## src/rtl/cpu_io_bridge.sv

```systemverilog
// Host-side bridge for the CPU: debounced one-cycle trigger from a push-button,
// and a small FIFO that captures every change of the CPU's a0 register.
module cpu_io_bridge #(
    parameter int unsigned DATA_WIDTH      = 32,
    parameter int unsigned DEBOUNCE_CYCLES = 4,
    parameter int unsigned FIFO_DEPTH      = 4
) (
    input  logic                          clk,
    input  logic                          rst,
    input  logic                          btn_in,
    output logic                          trigger,
    input  logic [DATA_WIDTH-1:0]         a0,
    output logic [DATA_WIDTH-1:0]         out_data,
    output logic                          out_valid,
    input  logic                          out_ready,
    output logic [$clog2(FIFO_DEPTH):0]   count,
    output logic                          overflow
);

    localparam int unsigned PTR_W = $clog2(FIFO_DEPTH);
    localparam int unsigned CNT_W = (DEBOUNCE_CYCLES > 1) ? $clog2(DEBOUNCE_CYCLES) : 1;
    localparam logic [CNT_W-1:0] CNT_LAST = CNT_W'(DEBOUNCE_CYCLES - 1);
    localparam logic [PTR_W:0]   OCC_FULL = (PTR_W+1)'(FIFO_DEPTH);

    localparam logic [1:0] S_IDLE    = 2'd0;
    localparam logic [1:0] S_CONFIRM = 2'd1;
    localparam logic [1:0] S_HELD    = 2'd2;
    localparam logic [1:0] S_RELEASE = 2'd3;

    // Two-flop synchronizer for the asynchronous button level
    logic btn_meta;
    logic btn_s;

    always_ff @(posedge clk or negedge rst) begin
        if (!rst) begin
            btn_meta <= 1'b0;
            btn_s    <= 1'b0;
        end else begin
            btn_meta <= btn_in;
            btn_s    <= btn_meta;
        end
    end

    // Debounce FSM: state register
    logic [1:0]       state;
    logic [1:0]       state_nxt;
    logic [CNT_W-1:0] cnt;
    logic [CNT_W-1:0] cnt_nxt;
    logic             trigger_nxt;

    always_ff @(posedge clk or negedge rst) begin
        if (!rst) begin
            state   <= S_IDLE;
            cnt     <= '0;
            trigger <= 1'b0;
        end else begin
            state   <= state_nxt;
            cnt     <= cnt_nxt;
            trigger <= trigger_nxt;
        end
    end

    // Debounce FSM: next state; the pulse fires only on CONFIRM -> HELD
    always_comb begin
        state_nxt   = state;
        cnt_nxt     = cnt;
        trigger_nxt = 1'b0;
        case (state)
            S_IDLE: begin
                if (btn_s) begin
                    state_nxt = S_CONFIRM;
                    cnt_nxt   = '0;
                end
            end
            S_CONFIRM: begin
                if (!btn_s) begin
                    state_nxt = S_IDLE;
                    cnt_nxt   = '0;
                end else if (cnt == CNT_LAST) begin
                    state_nxt   = S_HELD;
                    trigger_nxt = 1'b1;
                end else begin
                    cnt_nxt = cnt + CNT_W'(1);
                end
            end
            S_HELD: begin
                if (!btn_s) begin
                    state_nxt = S_RELEASE;
                    cnt_nxt   = '0;
                end
            end
            S_RELEASE: begin
                if (btn_s) begin
                    state_nxt = S_HELD;
                end else if (cnt == CNT_LAST) begin
                    state_nxt = S_IDLE;
                    cnt_nxt   = '0;
                end else begin
                    cnt_nxt = cnt + CNT_W'(1);
                end
            end
            default: begin
                state_nxt = S_IDLE;
                cnt_nxt   = '0;
            end
        endcase
    end

    // a0 change capture and FIFO storage
    logic [DATA_WIDTH-1:0] mem [FIFO_DEPTH];
    logic [DATA_WIDTH-1:0] a0_prev;
    logic [PTR_W:0]        wr_ptr;
    logic [PTR_W:0]        rd_ptr;
    logic [PTR_W:0]        wr_ptr_nxt;
    logic [PTR_W:0]        rd_ptr_nxt;
    logic [PTR_W:0]        count_nxt;
    logic [DATA_WIDTH-1:0] out_data_nxt;
    logic                  overflow_nxt;
    logic                  push;
    logic                  pop;
    logic                  full;
    logic                  wr_en;
    logic [PTR_W-1:0]      wr_idx;
    logic [PTR_W-1:0]      rd_idx_nxt;

    assign push       = (a0 != a0_prev);
    assign pop        = out_valid & out_ready;
    assign full       = (count == OCC_FULL);
    assign wr_en      = push & (~full | pop);
    assign wr_idx     = wr_ptr[PTR_W-1:0];
    assign rd_idx_nxt = rd_ptr[PTR_W-1:0] + PTR_W'(1);

    // Registered head: reloads from storage on pop, or takes a0 directly when the
    // incoming value becomes the new head (empty, or last entry popped this cycle)
    always_comb begin
        wr_ptr_nxt   = wr_ptr;
        rd_ptr_nxt   = rd_ptr;
        out_data_nxt = out_data;
        overflow_nxt = overflow;
        if (wr_en) begin
            wr_ptr_nxt = wr_ptr + (PTR_W+1)'(1);
        end
        if (pop) begin
            rd_ptr_nxt = rd_ptr + (PTR_W+1)'(1);
        end
        if (push & full & ~pop) begin
            overflow_nxt = 1'b1;
        end
        count_nxt = wr_ptr_nxt - rd_ptr_nxt;
        if (!out_valid) begin
            if (wr_en) begin
                out_data_nxt = a0;
            end
        end else if (pop) begin
            if (count > (PTR_W+1)'(1)) begin
                out_data_nxt = mem[rd_idx_nxt];
            end else if (wr_en) begin
                out_data_nxt = a0;
            end
        end
    end

    always_ff @(posedge clk or negedge rst) begin
        if (!rst) begin
            for (int unsigned i = 0; i < FIFO_DEPTH; i++) begin
                mem[i] <= '0;
            end
            a0_prev   <= '0;
            wr_ptr    <= '0;
            rd_ptr    <= '0;
            count     <= '0;
            out_valid <= 1'b0;
            out_data  <= '0;
            overflow  <= 1'b0;
        end else begin
            if (wr_en) begin
                mem[wr_idx] <= a0;
            end
            a0_prev   <= a0;
            wr_ptr    <= wr_ptr_nxt;
            rd_ptr    <= rd_ptr_nxt;
            count     <= count_nxt;
            out_valid <= (count_nxt != '0);
            out_data  <= out_data_nxt;
            overflow  <= overflow_nxt;
        end
    end

endmodule

```

## config.mk

```make
export PLATFORM = sky130hd
export DESIGN_NAME = cpu_io_bridge
export DESIGN_NICKNAME = d
export VERILOG_FILES = /design/src/rtl/cpu_io_bridge.sv
export SDC_FILE = /design/constraint.sdc
export NUM_CORES = 1
export LEC_CHECK = 0
export CORE_ASPECT_RATIO = 0.5
export CORE_UTILIZATION = 51
export DETAILED_ROUTE_END_ITERATION = 12
export HOLD_SLACK_MARGIN = 0.08
export PLACE_DENSITY = 0.71
export REMOVE_ABC_BUFFERS = 1
export SLEW_MARGIN = 40
export SYNTH_ARGS = -nofsm -noshare
export SYNTH_HDL_FRONTEND = slang
export SYNTH_SLANG_ARGS = --single-unit
```

## constraint.sdc

```tcl
create_clock -name clk -period 3 [get_ports clk]
set_input_delay 0.6 -clock clk [delete_from_list [all_inputs] [get_ports clk]]
set_output_delay 0.6 -clock clk [all_outputs]
set_load 0.01 [all_outputs]
```

==> metrics.yaml, run 1 <==
status: "finished clean"
end_kind: "flop"
clock_skew_ns: 0.009016
ys_top_cells_by_count: "dfrtp_1 (210), mux2_2 (130), inv_1 (41)"
rsz0062_at_grt: "true"
drtIter0Drc: 224
fmax_ghz: 0.3450
postSynthAreaPerCell_um2: 14.67
place.gp.congestion: 0.8230
n_antenna_cell: 0
drcViolationCount: 0
place_hpwl_um: 12430
yosysTopAreaCell: "dfrtp_1"
port_buffers: 73
start_util: 0.5330
areaGrowthSynthToFinish_pct: 26.99
busiest_layer: "met2"
met3_usage: 0.03239
grtUsageMet1: 0.3323
synth_top_family_by_area: "multiplexers"
grt_use_met2: 0.3612
grt_use_total: 0.2253
finalCritPeriodShare: 0.9662
hold_slack_ns: 0.09289
die_h_um: 95.60
syn_inst: 609
avgViaCountPerCell: 5.539
drive_above_1_share: 0.3855
clkSinkCount: 210
floorplan.die.width_um: 189.2
pwr_density_cell_nw_per_um2: 1182
ir_drop_mv: 0.6469
yosysWarnings: 0
ys_seq_area_frac: 0.5882
nNetsFinal: 791
start_kind: "flop"
row_count: 33
first_pass_iters: 4
insertion_delay_ns: 0.48
antenna_found_initial: 0
critPathKind: "flop to flop"
async_flop_share: 1.000
grt_start_max_net_pins: 68
yosys.cell_count.top_type: "dfrtp_1"
wl_um: 19360
synth_area_um2: 8935
dp_slack_ns: -0.8758
relSlewSlack: 0.6241
layout_setup_ws_ns: 0.1014
arrival_ns: 3.27
ant_nets: 0
tightest_slew_ns: 0.5639
clk_pin_slew_ns: 0.07
leakage_nw: 5.160
ys_ff_latch: 210
synth_flop_cell: "dfrtp_1"
hold_class: "primary input to asynchronous set/reset pin"
synth.distinct_cells: 34
drv_slew: 0
place_inst: 942
num_io_pins: 74
synth_edf_count: 0
cts_inserted_buffers: 19
required_ns: 3.37
setup_violations: 0
hold_viol_final: 0
synth_compound_area_frac: 0.06218
vias: 5467
core_area_um2: 16760
htreeDepth: 1
post_drt_wl_per_cell_um: 19.61
synth.area.mux_share: 0.2445
cts_tree: "yes"
grt_overflow: 0
min_period_ns: 2.899
netlist.area_leader.share: 0.5882
dieArea_um2: 18090
cts_root_buf: "clkbuf_16"
grt_pass1_wl_um: 31060
drv_cap: 0
synthSimpleGateAreaFrac: 0.01989
fin_tns_setup_ns: 0
yosys.area_share.adder: 0.01204
final_cells: 987
grt_pass1_vias: 5698
synth_xor_xnor_area_share: 0.03921
cp_max_fo: 3
ys_top_cells_by_area: "dfrtp_1 (59%), mux2_2 (16%), mux4_2 (8.1%)"
max-clock-path-buffers: 3
worst paths after layout:
| kind | from | end | slack, ns | cells past startpoint |
|---|---|---|---|---|
| worst min-delay path | rst | mem[114] | 0.09 | 1 |
| max in group asynchronous | rst | mem[104] | 2.17 | 2 |
| min in group clk | a0[1] | a0_prev[1] | 0.35 | 1 |
| worst max register to register | a0_prev[25] | out_valid | 0.10 | 14 |
| worst max-delay path | a0_prev[25] | out_valid | 0.10 | 14 |
| worst min register to register | btn_meta | btn_s | 0.36 | 0 |
stage by stage:
stage,area (um2),utilization,power (mW)
finish,11350,0.6768,13.41
global route,11350,0.6768,14.17
CTS,11220,0.6691,13.40
detailed placement,10420,0.6215,10.75
global placement,10420,0.6215,10.51
floorplan,8785,-,8.574
cell families after synthesis:
logic type,Yosys count
AOI/OAI and AO/OA,81
xor gates and xnor gates,40
adders and majority gates,8
buffers and inverters,76
DFF,210
muxes,162
and+or+nand+nor,32
cells in the final DEF (no fill, tap or decap), types with 2 or more instances in the layout:
cell             instances
xnor2_1                 29
nor3_1                   3
nand4_1                 10
inv_1                   40
mux4_2                  32
clkdlybuf4s50_1         40
a21o_1                   2
o21ai_2                  2
o22ai_1                 33
nor4_4                   2
nand2_1                  7
buf_6                    3
a22oi_1                 32
dlymetal6s2s_1          26
ha_1                     7
nand3_1                  3
clkbuf_16               19
clkinv_2                 3
xnor2_2                 10
clkbuf_8                 5
bufinv_16                3
dlygate4sd2_1            5
dfrtp_1                209
or4_1                    2
a21oi_1                  4
mux2_2                 130
clkbuf_1                 3
buf_12                   7
buf_4                   69
power by group:
group / switching (mW) / total [mW] / leakage [nW] / internal (mW)
sequential: 0.680 / 4.78 / 2.43 / 4.10
clock: 1.05 / 2.58 / 0.325 / 1.53
combinational: 2.59 / 6.04 / 2.41 / 3.46
registers in the layout (all words and copies together), names as in the netlist, named ones only:
name / flops
a0_prev: 32
mem: 128
state: 1
wr_ptr: 3
overflow: 1
trigger: 1
btn_meta: 1
rd_ptr: 3
count: 3
btn_s: 1
out_valid: 1
cnt: 2
out_data: 32
area by class of cell:
cell class | instances | area (um2)
Timing Repair Buffer | 152 | 1485
Multi-Input combinational cell | 323 | 3503
Clock inverter | 8 | 121.4
Sequential cell | 210 | 5256
Inverter | 41 | 153.9
Fill cell | 1196 | 5418
Tap cell | 227 | 284.0
Clock buffer | 26 | 541.8
worst max-delay path, stage by stage (launching register included):
cell and delay [ns]:
dfrtp_1 0.39, xnor2_2 0.17, nand4_1 0.13, buf_6 0.15, nor4_4 0.30, a21boi_2 0.12, xnor2_1 0.15, inv_1 0.06
ha_1 0.15, inv_2 0.05, fa_2 0.39, xnor2_2 0.15, xnor2_1 0.13, xnor2_1 0.14, or3_1 0.30
metal layers:
| layer | up-vias | part of all wire |
|---|---|---|
| met4 | 0 | 0.013 |
| met2 | 86 | 0.46 |
| met1 | 2857 | 0.49 |
| met5 | - | 0 |
| li1 | 2503 | - |
| met3 | 21 | 0.036 |
what timing repair did:
action | in CTS | in global routing
hold buffers | 0 | 0
gates resized for setup | 19 | 35
pin swaps | 11 | 22
endpoints found under the setup margin | 2 | 1
setup buffers | 8 | 3
Power figures use the tool's default switching activity.
==> run 2: changes to the inputs <==
--- a/config.mk
+++ b/config.mk
@@ -9,7 +9,7 @@
 export CORE_UTILIZATION = 51
 export DETAILED_ROUTE_END_ITERATION = 12
 export HOLD_SLACK_MARGIN = 0.08
-export PLACE_DENSITY = 0.71
+export PLACE_DENSITY = 0.74
 export REMOVE_ABC_BUFFERS = 1
 export SLEW_MARGIN = 40
 export SYNTH_ARGS = -nofsm -noshare
==> constraint.sdc (replaced) <==
create_clock -name clk -period 2.45 [get_ports clk]
set_input_delay 0.49 -clock clk [delete_from_list [all_inputs] [get_ports clk]]
set_output_delay 0.49 -clock clk [all_outputs]
set_load 0.01 [all_outputs]
==> run 2 against run 1 <==
  * Utilization grew 1.6 points
  * Critical endpoint unchanged
  * Sequential power grew 22%
  * Via count grew 5.0%
  * Critical path type is now primary input to flop
  * Flip-flop and latch count is the same
  * Design area grew 2.4%
  * The run now ends with setup timing left
  * Highest routed layer unchanged
  * Power grew 29%
  * Register-to-register slack lost 0.70 ns
==> metrics.yaml, run 2 (same netlist as run 1, synthesis figures left out) <==
mostFrequentLayoutCells: "dfrtp_1 (209), mux2_2 (130), buf_4 (62)"
rsz0062_at_grt: "true"
grt_pass1_vias: 5925
drv_cap: 0
comb_power_share: 0.488
ant_nets: 0
clock_skew_ns: 0.01903
post_drt_wl_per_cell_um: 21.88
grt_overflow: 0
wl_um: 21800
clk_pin_slew_ns: 0.07
insertion_delay_ns: 0.50
critPathKind: "primary input to flop"
start_util: 0.5330
antenna_found_initial: 0
wl_met1_um: 10170
drtIter0Drc: 429
path_common_cell: "xnor2_2"
first_pass_iters: 4
drv_slew: 0
failed_checks: "setup timing"
end_kind: "flop"
fmax_ghz: 0.3270
wl_met2_um: 10480
cp_max_fo: 2
fin_tns_setup_ns: -19.94
dp_slack_ns: -1.348
grt_pass1_wl_um: 32420
grt_use_total: 0.2366
p_sw_mw: 5.762
dieArea_um2: 18090
start_kind: "primary input"
ir_drop_mv: 0.7297
pwr_density_cell_nw_per_um2: 1492
crit_chain: "clkdlybuf4s50_1 > xnor2_2 > nand4_1 > nor4_4 > a21boi_2 > xnor2_2 > inv_1 > ha_2 > inv_2 > fa_2 > xnor2_2 > xnor2_2 > xnor2_2 > or3_1"
route.met3.wl_um: 822
vias: 5738
n_antenna_cell: 0
grt_start_max_net_pins: 69
place.gp.congestion: 0.7824
num_io_pins: 74
areaGrowthSynthToFinish_pct: 30.00
hold_class: "flop to flop"
required_ns: 2.83
seqPwrFrac: 0.336
port_buffers: 73
drcViolationCount: 0
max_stage_delay_ns: 0.55
intPower_mw: 11.57
htreeDepth: 1
avgViaCountPerCell: 5.761
leakage_nw: 5.144
arrival_ns: 3.44
slowest_stage: "clkdlybuf4s50_1"
cts_inserted_buffers: 19
cts_tree: "yes"
finalCritPeriodShare: 1.248
nNetsFinal: 801
max-clock-path-buffers: 3
place_hpwl_um: 12700
status: "complete, but fails checks"
drive_above_1_share: 0.4044
hold_slack_ns: 0.3558
setup_violations: 68
layout_setup_ws_ns: -0.6084
clkSinkCount: 210
cts_root_buf: "clkbuf_16"
tightest_slew_ns: 0.5534
switching_share: 0.3325
largest_reg_flops: 128
highest_layer: "met4"
core_area_um2: 16760
die_h_um: 95.60
hold_viol_final: 0
min_period_ns: 3.058
top_register: "mem"
reg_top3: "mem: 128 flops, a0_prev: 32 flops, out_data: 32 flops"
floorplan.die.width_um: 189.2
relSlewSlack: 0.6311
row_count: 33
pwr-share-clk: 0.176
layout_commonest_cell: "dfrtp_1"
-- run 2: cell type report --
class	instances	area, um2
inverter	41	153.9
multi-input combinational	323	3600
sequential	210	5256
fill	1107	5149
clock buffer	25	528.0
timing repair buffer	162	1699
tap	227	284.0
clock inverter	8	93.84
-- run 2: power groups by stage --
stage | clock network, mW | logic (mW) | registers (mW)
after CTS | 3.07 | 7.77 | 5.80
after global routing | 3.23 | 8.91 | 5.99
after detailed placement | 0 | 7.38 | 5.86
after global placement | 0 | 7.17 | 5.73
after floorplan | 0 | 4.62 | 5.88
final | 3.04 | 8.46 | 5.83
-- run 2: repair_timing --
action                                 CTS  global route
pin swaps                               19            14
buffers inserted                         6             2
gates resized for setup                 46            24
endpoints found under the hold margin   64             0
hold buffers                             1             0
cloned                                   3             8
setup endpoints to repair              164           164
-- run 2: through the flow --
step,utilization,cell area (um2),power (mW),std cells
after floorplan,-,8785,10.50,574
after global placement,0.6242,10460,12.90,943
after detailed placement,0.6242,10460,13.24,943
after CTS,0.6746,11310,16.65,986
after global routing,0.6929,11610,18.13,996
final,0.6929,11610,17.33,996
-- run 2: worst paths after layout --
kind	from	end	slack, ns	cells after the start
setup reg to reg	a0_prev[0]	out_valid	-0.60	13
max in group asynchronous	rst	a0_prev[14]	1.14	3
setup / recovery	a0[13]	out_valid	-0.61	14
hold / removal	btn_meta	btn_s	0.36	0
hold reg to reg	btn_meta	btn_s	0.36	0
min in group asynchronous	rst	mem[114]	0.55	2
-- run 2: worst max-delay path: cells and delay by family --
family	cells	cell delay, ns
xor+xnor	5	0.81
simple gates	3	0.80
buf+inv	3	0.67
fa+ha+maj	2	0.54
compound gates	1	0.13
-- run 2: routing by layer --
| metal | track usage | vias up |
|---|---|---|
| li1 | - | 2525 |
| met1 | 0.3339 | 3073 |
| met2 | 0.3922 | 115 |
| met3 | 0.03423 | 25 |
| met4 | 0.05914 | 0 |
| met5 | 0 | - |
